$ cat src/rtl/comp_sched_pkg.sv
// Shared types and elaboration helpers for the correction-buffer scheduler.
// Sizes are derived from the antenna count at elaboration time.
package comp_sched_pkg;

    // Ceiling log2, used to size counters from the antenna count and frame length.
    function automatic int log2c(input int value);
        int r;
        r = 0;
        while ((1 << r) < value) r++;
        return r;
    endfunction

    // Number of X-engine taps (including the half-triangle tap k == N/2).
    function automatic int n_taps(input int n_ants);
        return n_ants / 2 + 1;
    endfunction

    typedef enum logic [1:0] {
        IDLE = 2'd0,
        FILL = 2'd1,
        READ = 2'd2,
        WAIT = 2'd3
    } sched_state_e;

endpackage

$ cat src/rtl/bl_addr_seq.sv
// Baseline address sequencer: walks antenna a within tap k, in X-engine tap order.
// ant_b wraps modulo N_ANTS because the counter is exactly ANT_BITS wide.
module bl_addr_seq
    import comp_sched_pkg::*;
#(
    parameter int N_ANTS   = 32,
    parameter int ANT_BITS = log2c(N_ANTS)
) (
    input  logic                clk,
    input  logic                rst,
    input  logic                restart,
    input  logic                step,
    output logic [ANT_BITS-1:0] ant_a,
    output logic [ANT_BITS-1:0] ant_b,
    output logic                last,
    output logic                last_tri
);

    localparam logic [ANT_BITS-1:0] A_LAST = ANT_BITS'(N_ANTS - 1);
    localparam logic [ANT_BITS-1:0] K_LAST = ANT_BITS'(N_ANTS / 2);

    logic [ANT_BITS-1:0] a_q, a_d;
    logic [ANT_BITS-1:0] k_q, k_d;

    // NOTE: next-state logic assigns every output a default first, so no path leaves a_d/k_d unassigned and no latch is inferred.
    always_comb begin
        a_d = a_q;
        k_d = k_q;
        if (restart) begin
            a_d = '0;
            k_d = '0;
        end else if (step) begin
            a_d = a_q + ANT_BITS'(1);
            if (a_q == A_LAST) k_d = k_q + ANT_BITS'(1);
        end
    end

    // NOTE: state registers use non-blocking assignments so every flop samples pre-edge values.
    always_ff @(posedge clk or posedge rst) begin
        if (rst) begin
            a_q <= '0;
            k_q <= '0;
        end else begin
            a_q <= a_d;
            k_q <= k_d;
        end
    end

    assign ant_a    = a_q;
    assign ant_b    = a_q + k_q;
    assign last_tri = (k_q == K_LAST);
    assign last     = last_tri && (a_q == A_LAST);

endmodule

$ cat src/rtl/comp_buf_scheduler.sv
// Double-buffered correction accumulator controller: frame timing, buffer swap,
// baseline readout of the idle buffer, and overrun/resync reporting.
module comp_buf_scheduler
    import comp_sched_pkg::*;
#(
    parameter int N_ANTS              = 32,
    parameter int SERIAL_ACC_LEN_BITS = 7,
    parameter int READ_LATENCY        = 2
) (
    input  logic                       clk,
    input  logic                       rst,
    input  logic                       sync,
    input  logic                       rd_en,
    input  logic                       clr_err,
    output logic                       buf_sel,
    output logic [log2c(N_ANTS)-1:0]   ant_a,
    output logic [log2c(N_ANTS)-1:0]   ant_b,
    output logic                       addr_vld,
    output logic                       data_vld,
    output logic                       data_last,
    output logic                       last_triangle,
    output logic                       overrun,
    output logic                       resync_err
);

    localparam int ANT_BITS  = log2c(N_ANTS);
    localparam int FCNT_BITS = ANT_BITS + SERIAL_ACC_LEN_BITS;
    localparam int FRAME_LEN = N_ANTS << SERIAL_ACC_LEN_BITS;

    sched_state_e         state_q, state_d;
    logic [FCNT_BITS-1:0] fcnt_q, fcnt_d;
    logic                 buf_sel_q, buf_sel_d;
    logic                 overrun_q, overrun_d;
    logic                 resync_q, resync_d;
    logic                 frame_end, resync, issue, seq_restart, seq_last, seq_tri, ovr_set;

    logic [READ_LATENCY-1:0] vld_pipe_q, last_pipe_q, tri_pipe_q;

    assign frame_end = (fcnt_q == FCNT_BITS'(FRAME_LEN - 1));
    assign resync    = sync && (state_q != IDLE) && (fcnt_q != '0);
    // A resync aborts the readout on the very cycle it is seen.
    assign issue     = (state_q == READ) && rd_en && !resync;

    always_comb begin
        state_d     = state_q;
        fcnt_d      = fcnt_q;
        buf_sel_d   = buf_sel_q;
        seq_restart = 1'b0;
        ovr_set     = 1'b0;
        if (state_q != IDLE) fcnt_d = fcnt_q + FCNT_BITS'(1);

        unique case (state_q)
            IDLE: begin
                if (sync) begin
                    fcnt_d  = FCNT_BITS'(1);
                    state_d = FILL;
                end
            end
            FILL, READ, WAIT: begin
                if (resync) begin
                    fcnt_d      = FCNT_BITS'(1);
                    seq_restart = 1'b1;
                    state_d     = FILL;
                end else if (frame_end) begin
                    // A final issue landing on the frame-end cycle still completes the frame.
                    ovr_set     = (state_q == READ) && !(issue && seq_last);
                    buf_sel_d   = !buf_sel_q;
                    seq_restart = 1'b1;
                    state_d     = READ;
                end else if (issue && seq_last) begin
                    state_d = WAIT;
                end
            end
        endcase

        overrun_d = ovr_set || (overrun_q && !clr_err);
        resync_d  = resync;
    end

    always_ff @(posedge clk or posedge rst) begin
        if (rst) begin
            state_q     <= IDLE;
            fcnt_q      <= '0;
            buf_sel_q   <= 1'b0;
            overrun_q   <= 1'b0;
            resync_q    <= 1'b0;
            vld_pipe_q  <= '0;
            last_pipe_q <= '0;
            tri_pipe_q  <= '0;
        end else begin
            state_q        <= state_d;
            fcnt_q         <= fcnt_d;
            buf_sel_q      <= buf_sel_d;
            overrun_q      <= overrun_d;
            resync_q       <= resync_d;
            vld_pipe_q[0]  <= issue;
            last_pipe_q[0] <= issue && seq_last;
            tri_pipe_q[0]  <= issue && seq_tri;
            for (int i = 1; i < READ_LATENCY; i++) begin
                vld_pipe_q[i]  <= vld_pipe_q[i-1];
                last_pipe_q[i] <= last_pipe_q[i-1];
                tri_pipe_q[i]  <= tri_pipe_q[i-1];
            end
        end
    end

    bl_addr_seq #(
        .N_ANTS   (N_ANTS),
        .ANT_BITS (ANT_BITS)
    ) u_seq (
        .clk      (clk),
        .rst      (rst),
        .restart  (seq_restart),
        .step     (issue),
        .ant_a    (ant_a),
        .ant_b    (ant_b),
        .last     (seq_last),
        .last_tri (seq_tri)
    );

    assign buf_sel       = buf_sel_q;
    assign addr_vld      = issue;
    assign data_vld      = vld_pipe_q[READ_LATENCY-1];
    assign data_last     = last_pipe_q[READ_LATENCY-1];
    assign last_triangle = tri_pipe_q[READ_LATENCY-1];
    assign overrun       = overrun_q;
    assign resync_err    = resync_q;

endmodule

$ cat config.mk
export PLATFORM = sky130hd
export DESIGN_NAME = comp_buf_scheduler
export DESIGN_NICKNAME = d
export VERILOG_FILES = /design/src/rtl/comp_sched_pkg.sv /design/src/rtl/bl_addr_seq.sv /design/src/rtl/comp_buf_scheduler.sv
export SDC_FILE = /design/constraint.sdc
export NUM_CORES = 1
export LEC_CHECK = 0
export BUFFER_PORTS_ARGS = -buffer_cell sky130_fd_sc_hd__buf_2
export CAP_MARGIN = 20
export CORE_ASPECT_RATIO = 0.8
export CORE_UTILIZATION = 62
export DETAILED_ROUTE_END_ITERATION = 8
export GPL_TIMING_DRIVEN = 0
export PLACE_DENSITY = 0.87
export SETUP_SLACK_MARGIN = 0.02
export SYNTH_ARGS = -nofsm -noshare
export SYNTH_HDL_FRONTEND = slang
export SYNTH_SLANG_ARGS = --single-unit
$ cat constraint.sdc
create_clock -name clk -period 4.3 [get_ports clk]
set_clock_uncertainty 0.2 [all_clocks]
set_input_delay 0 -clock clk [delete_from_list [all_inputs] [get_ports clk]]
set_output_delay 0 -clock clk [all_outputs]
set_load 0.05 [all_outputs]
# --- Word-level counts from Yosys, hierarchy flattened ---
# Cells that the tools add are included.
totals:
  ff_bits: 33
  input_bits: 5
  wordCells: 66
  out_inout_bits: 17
op_classes:
  muxes: 20
  add_sub_neg: 4
  n_eq_ne: 8
  reduce_logical: 23
  n_bitwise: 1
op_table:
  columns: ["operator", "n"]
  rows:
  - ["12-bit two-way mux", 3]
  - ["5-bit two-way mux", 5]
  - ["12-bit case mux with 2 select lines", 1]
  - ["12-bit by 1-bit adder with 12-bit output, second input constant", 1]
  - ["12-bit equality test, second input constant", 1]
  - ["12-bit nonzero test", 1]
  - ["5-bit by 1-bit adder with 5-bit output, second input constant", 2]
  - ["5-bit equality test, second input constant", 2]
  - ["1-bit logical AND", 9]
  - ["2-bit two-way mux", 4]
  - ["1-bit two-way mux", 6]
  - ["2-bit nonzero test", 3]
  - ["5-bit adder", 1]
  - ["2-bit equality test, second input constant", 2]
  - ["1-bit logical NOT", 4]
  - ["4-bit != test, second input constant", 1]
  - ["2-bit case mux with 2 select lines", 1]
  - ["2-bit AND reduction", 2]
  - ["3-bit AND reduction", 1]
  - ["3-bit OR reduction", 1]
  - ["2-bit by 1-bit equality test with 1-bit output, second input constant", 1]
  - ["2-bit logical NOT", 1]
  - ["2-bit != test, second input constant", 1]
  - ["1-bit logical OR", 1]
  - ["1-bit NOT", 1]

# --- Longest topological paths before layout ---
logic_depth:
  ltp_word: 12
  mapped_depth: 8
  depth_no_buf: 7

# --- Hierarchy ---
# From an unflattened synthesis, not the netlist that was laid out.
unflattened:
  cells_unflattened: 166
  hier_area_um2: 1730.4
by_module_without_submodules:
  columns: ["mod", "area_each_um2", "instances", "seq_area_each_um2", "cells_per_inst"]
  rows:
  - ["comp_buf_scheduler", 1068.5, 1, 575.6, 101]
  - ["bl_addr_seq", 661.9, 1, 250.2, 65]

# --- Worst setup path before layout ---
# Ideal clock, no wire load.
synth_path:
  path_kind: "register to output"
  start: "register u_seq.a_q[0], in the netlist u_seq.ant_a[0]"
  end: "output port ant_b[4]"
  path_stages_with_launch: 8
  required_time_ps: 4100
  arrival_ps: 2401
  n_path_buf: 0
  setup_slack_ps: 1699
  cell_sequence: "dfrtp_1 ha_1 inv_1 fa_1 inv_1 a21o_1 a21oi_1 xnor2_1"
synth_between:
  elab_chain_len: 1
synth_lines:
  columns: ["element", "line", "rtl"]
  rows:
  - ["start, declared", "bl_addr_seq.sv:22", "logic [ANT_BITS-1:0] a_q, a_d;"]
  - ["start signal, assigned", "bl_addr_seq.sv:41", "a_q <= '0;"]
  - ["start signal, assigned", "bl_addr_seq.sv:44", "a_q <= a_d;"]
  - ["5-bit adder", "bl_addr_seq.sv:50", "assign ant_b = a_q + k_q;"]
  - ["end, declared", "comp_buf_scheduler.sv:17", "output logic [log2c(N_ANTS)-1:0] ant_b,"]
# Every way passes these cells.

# --- Worst setup path in the final report ---
layout_path:
  start: "register fcnt_q[0]"
  end: "output port addr_vld"
layout_between:
  elab_chain_len: 4
layout_lines:
  columns: ["element", "line", "rtl"]
  rows:
  - ["start, declared", "comp_buf_scheduler.sv:31", "logic [FCNT_BITS-1:0] fcnt_q, fcnt_d;"]
  - ["start signal, assigned", "comp_buf_scheduler.sv:92", "fcnt_q <= fcnt_d;"]
  - ["12-bit nonzero test", "comp_buf_scheduler.sv:40", "assign resync = sync && (state_q != IDLE) && (fcnt_q != '0);"]
  - ["1-bit logical AND", "comp_buf_scheduler.sv:40", null]
  - ["1-bit logical NOT", "comp_buf_scheduler.sv:42", "assign issue = (state_q == READ) && rd_en && !resync;"]
  - ["1-bit logical AND", "comp_buf_scheduler.sv:42", null]
  - ["end, declared", "comp_buf_scheduler.sv:18", "output logic addr_vld,"]
# Every way passes these cells.

==> flow_metrics.py <==
metrics = {
    "placed_design": {
        "io_buffers": 21,
        "hpwlAfterDp_um": 3010,
        "gp_congestion": 0.927,
        "dpl_cell_area_um2": 2030,
    },
    "power_and_ir_drop": {
        "seq_power_share_pct": 44.5,
        "p_int_uw": 528,
        "ir_drop_mv": 0.316,
        "power_switching_uw": 293,
        "switching_share_pct": 35.7,
        "clkPwrFrac_pct": 27.7,
        "power_leakage_uw": 0.00101,
        "cellPowerDensity_nw_per_um2": 381,
        "power_frac_comb_pct": 27.8,
    },
    "routing": {
        "vias_per_cell": 6.19,
        "wl_per_cell_um": 15.9,
        "wl_um": 4170,
        "postRouteAntennaNets": 0,
        "post-route-drc-count": 0,
        "drt_first_iter_violations": 141,
        "via_count": 1623,
        "drt_pre_antenna_iters": 5,
    },
    "sta": {
        "fin_crit_sh_pct": 66.4,
        "fmax_ghz": 0.350,
        "relSlewSlack_pct": 57.7,
        "tightest_slew_ns": 0.634,
        "finalSetupTns_ns": 0,
        "setup_viol": 0,
        "hold_viol": 0,
        "post-route-min-period_ns": 2.85,
        "slew_viol_final": 0,
        "rsz0062_at_grt": "false",
    },
    "flow_run": {
        "cap_violations": 0,
    },
    "critical_path": {
        "cpMaxStageDelayCell": "dfrtp_1",
        "crit_buf_inv": 4,
        "cp_data_arrival_time_ns": 2.65,
        "cp-startpoint": "fcnt_q[0]$_DFF_PP0_",
        "crit_type": "flip-flop to output port",
        "cp_common_cell": "buf_2",
        "cp-end-kind": "output port",
        "reg2reg_from": "fcnt_q[0]$_DFF_PP0_",
        "crit_path_max_fanout": 10,
        "critPathTopFamily": "buffers and inverters",
        "startpoint_type": "flip-flop",
        "path_cells": "inv_1 > ha_1 > nor4b_2 > a31oi_1 > buf_2 > clkbuf_1 > nor2_1 > buf_2",
        "slowest_delay_ns": 0.44,
        "required_ns": 4.10,
    },
    "cts": {
        "cts_root_buffer": "clkbuf_8",
        "worstSkewPairLatency_ns": 0.29,
        "ctsLongestPathBuffers": 2,
        "cts_tree": "yes",
        "ctsResizeCount": 0,
        "clk_pin_slew_ns": 0.07,
        "htreeDepth": 2,
        "cts_buffers": 5,
        "clock-sinks": 33,
    },
    "grt": {
        "grt_overflow": 0,
        "grtUsageMet1_pct": 41.1,
        "grt_max_degree": 19,
        "antenna_found_initial": 0,
        "grt_pass1_vias": 1544,
        "grt_most_used_layer": "met2",
        "grtUsageMet2_pct": 45.0,
        "grt_usage_pct": 30.0,
        "grt_pass1_wl_um": 7070,
        "use_met3_pct": 7.14,
    },
    "logic_synthesis": {
        "synth_commonest_cells": "dfrtp_1, a21oi_1, inv_1",
        "synth_top_cells_by_area": "dfrtp_1, ha_1, a21oi_1, xnor2_1, o21ai_0",
        "synth_ff_type": "dfrtp_1",
        "synth-simple-area-share_pct": 21.0,
        "synth-xor-area-share_pct": 4.26,
        "ys_types": 44,
        "ys_seq_elements": 33,
        "post-synth-top-count-cell": "dfrtp_1",
        "synthAdderAreaFrac_pct": 7.85,
        "synth_mux_area_share_pct": 0,
        "yosysTopAreaCellShare_pct": 44.7,
        "yosysTopAreaCell": "dfrtp_1",
        "synth_compound_area_share_pct": 16.8,
        "yosys_warnings": 0,
        "synth_area_um2": 1850,
        "async_reset_ff_share_pct": 100,
        "synth_top_family_by_area": "simple AND/OR/NAND/NOR gates",
        "synth-seq-area-share_pct": 44.7,
        "synth_edf_count": 0,
        "syn_avg_cell_area_um2": 9.73,
        "synth_nets": 206,
        "syn_inst": 190,
    },
    "floorplan": {
        "io_pins": 22,
        "die_w_um": 63.1,
        "initial_core_util_pct": 66.4,
        "fp-row-count": 17,
        "core_um2": 2790,
        "die_h_um": 50.9,
        "die-area_um2": 3210,
    },
    "outcome": {
        "outcome": "completed",
    },
    "final_layout": {
        "layout-drive-gt1-share_pct": 20.1,
        "multi_input_area_um2": 923,
        "fillCellCount": 180,
        "layout.nets": 239,
        "diodes": 0,
        "finalInstanceArea_um2": 2160,
        "area_growth_pct": 16.6,
        "ff_latch_area_um2": 826,
    },
    "worst_hold_path": {
        "min_path_type": "input pin to asynchronous set/reset pin",
    },
}
[cell type report]
class / instances / area share, %
repair buffers: 26 / 8.01
flip-flops and latches: 33 / 38.3
inverters: 14 / 2.44
plain buffers: 9 / 2.21
clock buffers: 5 / 3.19
well taps: 38 / 2.21
clock inverters: 3 / 0.813
multi-input cells: 134 / 42.8
[metal layers]
| layer | vias to the layer above | wire length (µm) |
|---|---|---|
| met4 | 0 | 78 |
| li1 | 758 | - |
| met5 | - | 0 |
| met1 | 767 | 1860 |
| met3 | 12 | 338 |
| met2 | 86 | 1890 |
[repair_timing]
item                      in CTS  in global routing
hold endpoints to repair      31                  0
setup buffers                  0                  0
hold buffers                   4                  0
[tightest hold or removal path: stages]
cell and delay [ns]:
dlygate4sd3_1 0.53, buf_2 0.12, inv_1 0.46
[placed cells by master, fill, tap and decap left out, types with 5 or more instances in the layout]
| master | count |
|---|---|
| nand2_1 | 7 |
| dfrtp_1 | 33 |
| inv_1 | 14 |
| nor2_1 | 12 |
| xnor2_1 | 7 |
| or3_1 | 8 |
| clkbuf_8 | 5 |
| nand3_1 | 8 |
| a21oi_1 | 16 |
| o21ai_0 | 11 |
| buf_2 | 26 |
| a31oi_1 | 6 |
| ha_1 | 10 |
[power by group through the flow]
stage	combinational (µW)	sequential, µW	clock [µW]
2_1_floorplan	152	375	0
3_3_place_gp	207	366	0
3_5_place_dp	218	370	0
4_1_cts	223	364	232
5_1_grt	246	369	245
6_report	228	366	227
[kinds of logic after synthesis]
logic type,Yosys count
flops,33
compound gates,49
xor+xnor,9
buf+inv,23
fa+ha+maj,11
simple gates,65
[metrics by stage]
stage               utilization, %  power [µW]  hold WS [ns]  setup slack, ns  cells
floorplan                        -         527       -0.0711             1.70    190
global placement              71.8         573        0.0659             1.89    249
detailed placement            72.8         588       -0.0852             1.80    250
CTS                           77.4         819         0.149             1.49    262
global route                  77.4         860         0.176             1.33    262
finish                        77.4         821         0.129             1.45    262
[worst paths after layout]
kind | slack, ns | to | cells past startpoint
setup / recovery | 1.45 | addr_vld | 8
hold / removal | 0.13 | vld_pipe_q[0]$_DFF_PP0_ | 3
setup reg to reg | 1.68 | u_seq.ant_a[1]$_DFFE_PP0P_ | 8
hold reg to reg | 0.16 | tri_pipe_q[1]$_DFF_PP0_ | 0
max in group asynchronous | 3.26 | u_seq.k_q[1]$_DFFE_PP0P_ | 4
min in group clk | 0.16 | tri_pipe_q[1]$_DFF_PP0_ | 0
[flip-flops by register name (all words and copies together) (netlist names)]
signal / count
state_q: 2
u_seq.k_q: 5
buf_sel: 1
fcnt_q: 12
vld_pipe_q: 2
last_pipe_q: 2
overrun: 1
u_seq.ant_a: 5
tri_pipe_q: 2
resync_err: 1
No activity file was read; power rests on OpenSTA's default activity.
